==> src/rtl/alu_pkg.sv <==
// rtl/alu_pkg.sv - shared ALU op encodings and multiplier sequencer state type
package alu_pkg;

  localparam logic [3:0] ALU_ADD  = 4'b0000;
  localparam logic [3:0] ALU_SUB  = 4'b1000;
  localparam logic [3:0] ALU_SLL  = 4'b0001;
  localparam logic [3:0] ALU_SLT  = 4'b0010;
  localparam logic [3:0] ALU_SLTU = 4'b0011;
  localparam logic [3:0] ALU_XOR  = 4'b0100;
  localparam logic [3:0] ALU_SRL  = 4'b0101;
  localparam logic [3:0] ALU_SRA  = 4'b1101;
  localparam logic [3:0] ALU_OR   = 4'b0110;
  localparam logic [3:0] ALU_AND  = 4'b0111;

  typedef enum logic [1:0] {
    IDLE = 2'd0,
    RUN  = 2'd1,
    DONE = 2'd2
  } mul_state_t;

endpackage

==> src/rtl/mul_sequencer.sv <==
// rtl/mul_sequencer.sv - shift-add multiplier borrowing the shared ALU for its adds
// Define MUL_EARLY_EXIT_EN to stop once the remaining multiplier bits are zero.
module mul_sequencer
  import alu_pkg::*;
#(
  parameter int D_WIDTH = 32
) (
  input  logic               clk,
  input  logic               rst,
  input  logic               start,
  input  logic [D_WIDTH-1:0] op_a,
  input  logic [D_WIDTH-1:0] op_b,
  output logic               busy,
  output logic               done,
  output logic [D_WIDTH-1:0] result,
  output logic               alu_req,
  output logic [3:0]         alu_ctrl,
  output logic [D_WIDTH-1:0] alu_src_a,
  output logic [D_WIDTH-1:0] alu_src_b,
  input  logic [D_WIDTH-1:0] alu_result
);

  localparam int CW = $clog2(D_WIDTH) + 1;

  mul_state_t         r_state;
  mul_state_t         w_next_state;
  logic [D_WIDTH-1:0] r_acc;
  logic [D_WIDTH-1:0] r_mcand;
  logic [D_WIDTH-1:0] r_mplier;
  logic [CW-1:0]      r_count;
  logic               w_last;
  logic               w_skip_run;

`ifdef MUL_EARLY_EXIT_EN
  assign w_last     = (r_count == CW'(D_WIDTH - 1)) || ((r_mplier >> 1) == '0);
  assign w_skip_run = (op_b == '0);
`else
  assign w_last     = (r_count == CW'(D_WIDTH - 1));
  assign w_skip_run = 1'b0;
`endif

  always_ff @(posedge clk or posedge rst) begin
    if (rst) begin
      r_state <= IDLE;
    end else begin
      r_state <= w_next_state;
    end
  end

  always_comb begin
    w_next_state = r_state;
    case (r_state)
      IDLE: if (start) w_next_state = w_skip_run ? DONE : RUN;
      RUN:  if (w_last) w_next_state = DONE;
      DONE: w_next_state = IDLE;
      default: w_next_state = IDLE;
    endcase
  end

  // Datapath: one multiplier bit per RUN cycle; the add itself happens in the shared ALU.
  always_ff @(posedge clk or posedge rst) begin
    if (rst) begin
      r_acc    <= '0;
      r_mcand  <= '0;
      r_mplier <= '0;
      r_count  <= '0;
    end else begin
      case (r_state)
        IDLE: begin
          if (start) begin
            r_acc    <= '0;
            r_mcand  <= op_a;
            r_mplier <= op_b;
            r_count  <= '0;
          end
        end
        RUN: begin
          if (r_mplier[0]) r_acc <= alu_result;
          r_mcand  <= r_mcand << 1;
          r_mplier <= r_mplier >> 1;
          r_count  <= r_count + 1'b1;
        end
        default: ;
      endcase
    end
  end

  assign busy      = (r_state != IDLE);
  assign done      = (r_state == DONE);
  assign alu_req   = (r_state == RUN);
  assign result    = r_acc;
  assign alu_ctrl  = ALU_ADD;
  assign alu_src_a = alu_req ? r_acc : '0;
  assign alu_src_b = alu_req ? r_mcand : '0;

endmodule
==> config.mk <==
export PLATFORM = sky130hd
export DESIGN_NAME = mul_sequencer
export DESIGN_NICKNAME = d
export VERILOG_FILES = /design/src/rtl/alu_pkg.sv /design/src/rtl/mul_sequencer.sv
export SDC_FILE = /design/constraint.sdc
export NUM_CORES = 1
export LEC_CHECK = 0
export BUFFER_PORTS_ARGS = -buffer_cell sky130_fd_sc_hd__buf_2
export CAP_MARGIN = 25
export CORE_MARGIN = 2
export CORE_UTILIZATION = 40
export CTS_CLUSTER_DIAMETER = 30
export DETAILED_ROUTE_END_ITERATION = 10
export GPL_TIMING_DRIVEN = 0
export PLACE_DENSITY = 0.71
export SLEW_MARGIN = 15
export SYNTH_ARGS = -nofsm -noshare
export SYNTH_HDL_FRONTEND = slang
export SYNTH_SLANG_ARGS = --single-unit
==> constraint.sdc <==
create_clock -name clk -period 9.3 [get_ports clk]
set_input_delay 1.86 -clock clk [delete_from_list [all_inputs] [get_ports clk]]
set_output_delay 1.86 -clock clk [all_outputs]
set_load 0.02 [all_outputs]
==> flow_summary.rst <==
.. list-table::
   :header-rows: 1

   * - Metric
     - Value
   * - Status
     - finished, final reports clean
   * - Postcts setup bufs
     - 0
   * - Kind of end point of the critical path
     - output port
   * - Maximum number of pins on one net before global-route repair
     - 77
   * - Most frequent cell on the critical path
     - sky130_fd_sc_hd__buf_2
   * - Final Core Density
     - 52.9%
   * - VDD IR-drop max
     - 0.103 mV
   * - Synth-to-Final Area Change
     - 30.2%
   * - Cell depth of the worst min-delay path
     - 2
   * - Cell at the root of the clock tree
     - sky130_fd_sc_hd__clkbuf_16
   * - Commonest non-fill, non-tap cells in the layout
     - 215 x sky130_fd_sc_hd__buf_2, 104 x sky130_fd_sc_hd__dfrtp_1, 103 x sky130_fd_sc_hd__nand2_1, 52 x sky130_fd_sc_hd__o21ai_1, 43 x sky130_fd_sc_hd__o21ai_0
   * - Worst reg2reg path depth
     - 5
   * - Flip-flop and latch count after synthesis
     - 104
   * - Post-Syn Area per Cell
     - 9.40 µm²
   * - Slew headroom
     - 60.7%
   * - Start-to-end type of the worst setup path
     - reg -> out
   * - Setup tns final
     - 0 ns
   * - Clock latency on the worst-skew pair
     - 0.35 ns
   * - Max Slew Vio Count
     - 0
   * - Power Dens Cells
     - 345 nW/µm²
   * - Crit path max fanout
     - 10
   * - # setup viols final
     - 0
   * - Total congestion overflow
     - 0
   * - Fill cell count
     - 1,159
   * - Clock-pin slew on the worst setup and hold paths
     - 0.07 ns
   * - Series of cell instances along the critical path
     - buf_2 -> buf_2 -> buf_2 -> nor2b_1 -> buf_2
   * - DIE AREA
     - 13,700 µm²
   * - Die height
     - 117 µm
   * - Slew @ Worst Pin
     - 0.589 ns
   * - Pre-Repair DR Iteration Count
     - 4
   * - Clock buffers created by TritonCTS
     - 9
   * - Yosys warnings
     - 0
   * - Gr usage total
     - 21.1%
   * - Slowest cell on the critical path
     - sky130_fd_sc_hd__dfrtp_1
   * - Port Buf Inserts
     - 197
   * - Endpoint required time on the critical path
     - 7.44 ns
   * - Remaining routing DRC violations
     - 0
   * - Final number of hold-violating endpoints
     - 0
   * - Global placer's final weighted congestion
     - 0.794
   * - WP data arrival
     - 2.08 ns
   * - Count of different cell masters after synthesis
     - 31
   * - CTS tree
     - yes
   * - # rows
     - 41
   * - Core Region
     - 12,600 µm²
   * - Post-Syn Area
     - 5110 µm²
   * - Per-cell routed wire length
     - 15.5 µm
   * - Wire length of the first global-routing pass
     - 22,300 µm
   * - Post_cts resized
     - 0
   * - Residual antenna-violating net count after detailed routing
     - 0
   * - RSZ-0062 raised after global routing
     - no
   * - Peak Freq
     - 254 MHz
   * - Total wirelength of the detailed-routed design
     - 14,400 µm
   * - Number of hold buffers added after CTS
     - 0
   * - Sink count of the clock tree
     - 104
   * - Antenna Cells
     - 0
   * - Most frequent standard cell in the layout excluding fill and tap cells
     - sky130_fd_sc_hd__buf_2
   * - Sum of net half-perimeters after detailed placement
     - 11,000 µm
   * - Register Area
     - 2600 µm²
   * - Mapped Cells
     - 544
   * - Iteration-0 DRC Markers
     - 234
   * - Path type of the worst min-delay path
     - reg -> reg
   * - I/O pin count
     - 202
   * - Share of cells above drive strength 1
     - 32.2%
   * - MaxCap Viol Count
     - 0
   * - Vias per inst
     - 5.01
   * - Die Wd
     - 117 µm
   * - Number of global-route vias before repair
     - 4,537
   * - Portion of the post-synthesis area used by sequential elements
     - 50.9%
   * - Antenna violations before repair
     - 0
   * - Worst Hold Slack
     - 0.480 ns
   * - Via count
     - 4,666
   * - Leak Pwr
     - 3.43 nW
   * - CTS Buffer Depth
     - 2
   * - Startpoint kind of the worst setup timing path
     - flop
   * - Post-route fraction of the period consumed by the critical path
     - 42.3%
   * - Clock tree skew after final layout
     - 0.00827 ns
   * - Total area of multi-input combinational cells
     - 2230 µm²
   * - Stage delay of the slowest cell on the critical path
     - 0.51 ns
   * - CTS H-tree lvls
     - 3
   * - Initial Utilization
     - 40.7%
   * - Crit path time final
     - 3.94 ns
   * - Number of nets in the final layout
     - 856
==> worst max-delay path, delay by kind of cell, from the launching register on <==
kind                   cells  cell delay [ns]
buffers and inverters      4             1.01
flip-flops                 1             0.51
AND/OR/NAND/NOR            1             0.20
==> layer usage <==
metal / part of all wire (%) / GRT usage [%]
met2: 47 / 35.8
met5: 0 / 0
met1: 45 / 27.4
met3: 5.6 / 3.50
met4: 1.8 / 7.37
==> final cells by class <==
class,count,share of cell area (%)
sequential,104,39.1
timing repair buffer,198,15.2
buffer,52,3.95
clock inverter,4,0.809
tap,172,3.23
inverter,7,0.470
multi-input combinational,384,33.5
clock buffer,11,3.65
==> logic make-up after synthesis <==
group	count (synthesis)	share of synthesized area (%)
xor+xnor	1	0.171
compound gates	163	17.7
fa+ha+maj	1	0.245
simple gates	179	18.2
buf+inv	59	5.65
mux	36	7.05
other cells	1	0.0734
flops	104	50.9
==> stage by stage <==
stage / setup WS [ns] / instances / total power, mW / instance area [µm²]
6_report: 5.36 / 932 / 2.30 / 6650
5_1_grt: 5.22 / 932 / 2.48 / 6650
4_1_cts: 5.31 / 932 / 2.32 / 6650
3_5_place_dp: 5.71 / 917 / 1.93 / 6360
3_3_place_gp: 3.53 / 916 / 1.89 / 6320
2_1_floorplan: 4.71 / 547 / 1.54 / 5120
==> sequential cells by signal (all words and copies together), names as in the netlist <==
register  flops
r_count       6
r_mcand      32
r_mplier     32
r_state       2
result       32
==> Yosys cell counts <==
| library cell | instances | area (µm²) |
|---|---|---|
| sky130_fd_sc_hd__inv_2 | 1 | 3.75 |
| sky130_fd_sc_hd__o22ai_1 | 1 | 6.26 |
| sky130_fd_sc_hd__o31ai_1 | 29 | 218 |
| sky130_fd_sc_hd__and2_1 | 31 | 194 |
| sky130_fd_sc_hd__xor2_1 | 1 | 8.76 |
| sky130_fd_sc_hd__clkbuf_1 | 23 | 86.3 |
| sky130_fd_sc_hd__and3b_1 | 31 | 272 |
| sky130_fd_sc_hd__mux2i_1 | 36 | 360 |
| sky130_fd_sc_hd__o21bai_1 | 1 | 7.51 |
| sky130_fd_sc_hd__dfrtp_1 | 104 | 2600 |
| sky130_fd_sc_hd__buf_6 | 1 | 11.3 |
| sky130_fd_sc_hd__o21ai_1 | 52 | 260 |
| sky130_fd_sc_hd__o21ai_0 | 43 | 215 |
| sky130_fd_sc_hd__nand2b_1 | 2 | 12.5 |
| sky130_fd_sc_hd__a21oi_1 | 33 | 165 |
| sky130_fd_sc_hd__or4_1 | 1 | 7.51 |
| sky130_fd_sc_hd__nor2_1 | 3 | 11.3 |
| sky130_fd_sc_hd__or2_2 | 1 | 6.26 |
| sky130_fd_sc_hd__nor2_2 | 1 | 6.26 |
| sky130_fd_sc_hd__a2bb2oi_1 | 1 | 8.76 |
| sky130_fd_sc_hd__conb_1 | 1 | 3.75 |
| sky130_fd_sc_hd__o211ai_1 | 1 | 7.51 |
| sky130_fd_sc_hd__ha_1 | 1 | 12.5 |
| sky130_fd_sc_hd__nor2b_1 | 1 | 6.26 |
| sky130_fd_sc_hd__nand3_1 | 4 | 20.0 |
| sky130_fd_sc_hd__inv_1 | 6 | 22.5 |
| sky130_fd_sc_hd__buf_4 | 10 | 75.1 |
| sky130_fd_sc_hd__buf_2 | 18 | 90.1 |
| sky130_fd_sc_hd__nor3b_1 | 1 | 7.51 |
| sky130_fd_sc_hd__a22o_1 | 2 | 17.5 |
| sky130_fd_sc_hd__nand2_1 | 103 | 387 |
==> final timing paths <==
path,from,to,slack (ns)
setup / recovery,r_state[1]$_DFFE_PP0P_,done,5.36
hold / removal,r_mcand[30]$_DFFE_PP0P_,r_mcand[30]$_DFFE_PP0P_,0.48
setup reg to reg,r_state[1]$_DFFE_PP0P_,result[1]$_DFFE_PP0P_,7.54
hold reg to reg,r_mcand[30]$_DFFE_PP0P_,r_mcand[30]$_DFFE_PP0P_,0.48
max in group asynchronous,rst,r_mplier[5]$_DFFE_PP0P_,7.16
min in group asynchronous,rst,result[0]$_DFFE_PP0P_,1.48
==> power by group <==
part	switching (mW)	total, mW	internal, mW
logic	0.722	1.16	0.435
registers	0.113	0.757	0.644
clock network	0.167	0.383	0.216
No activity file was read; power rests on OpenSTA's default activity.
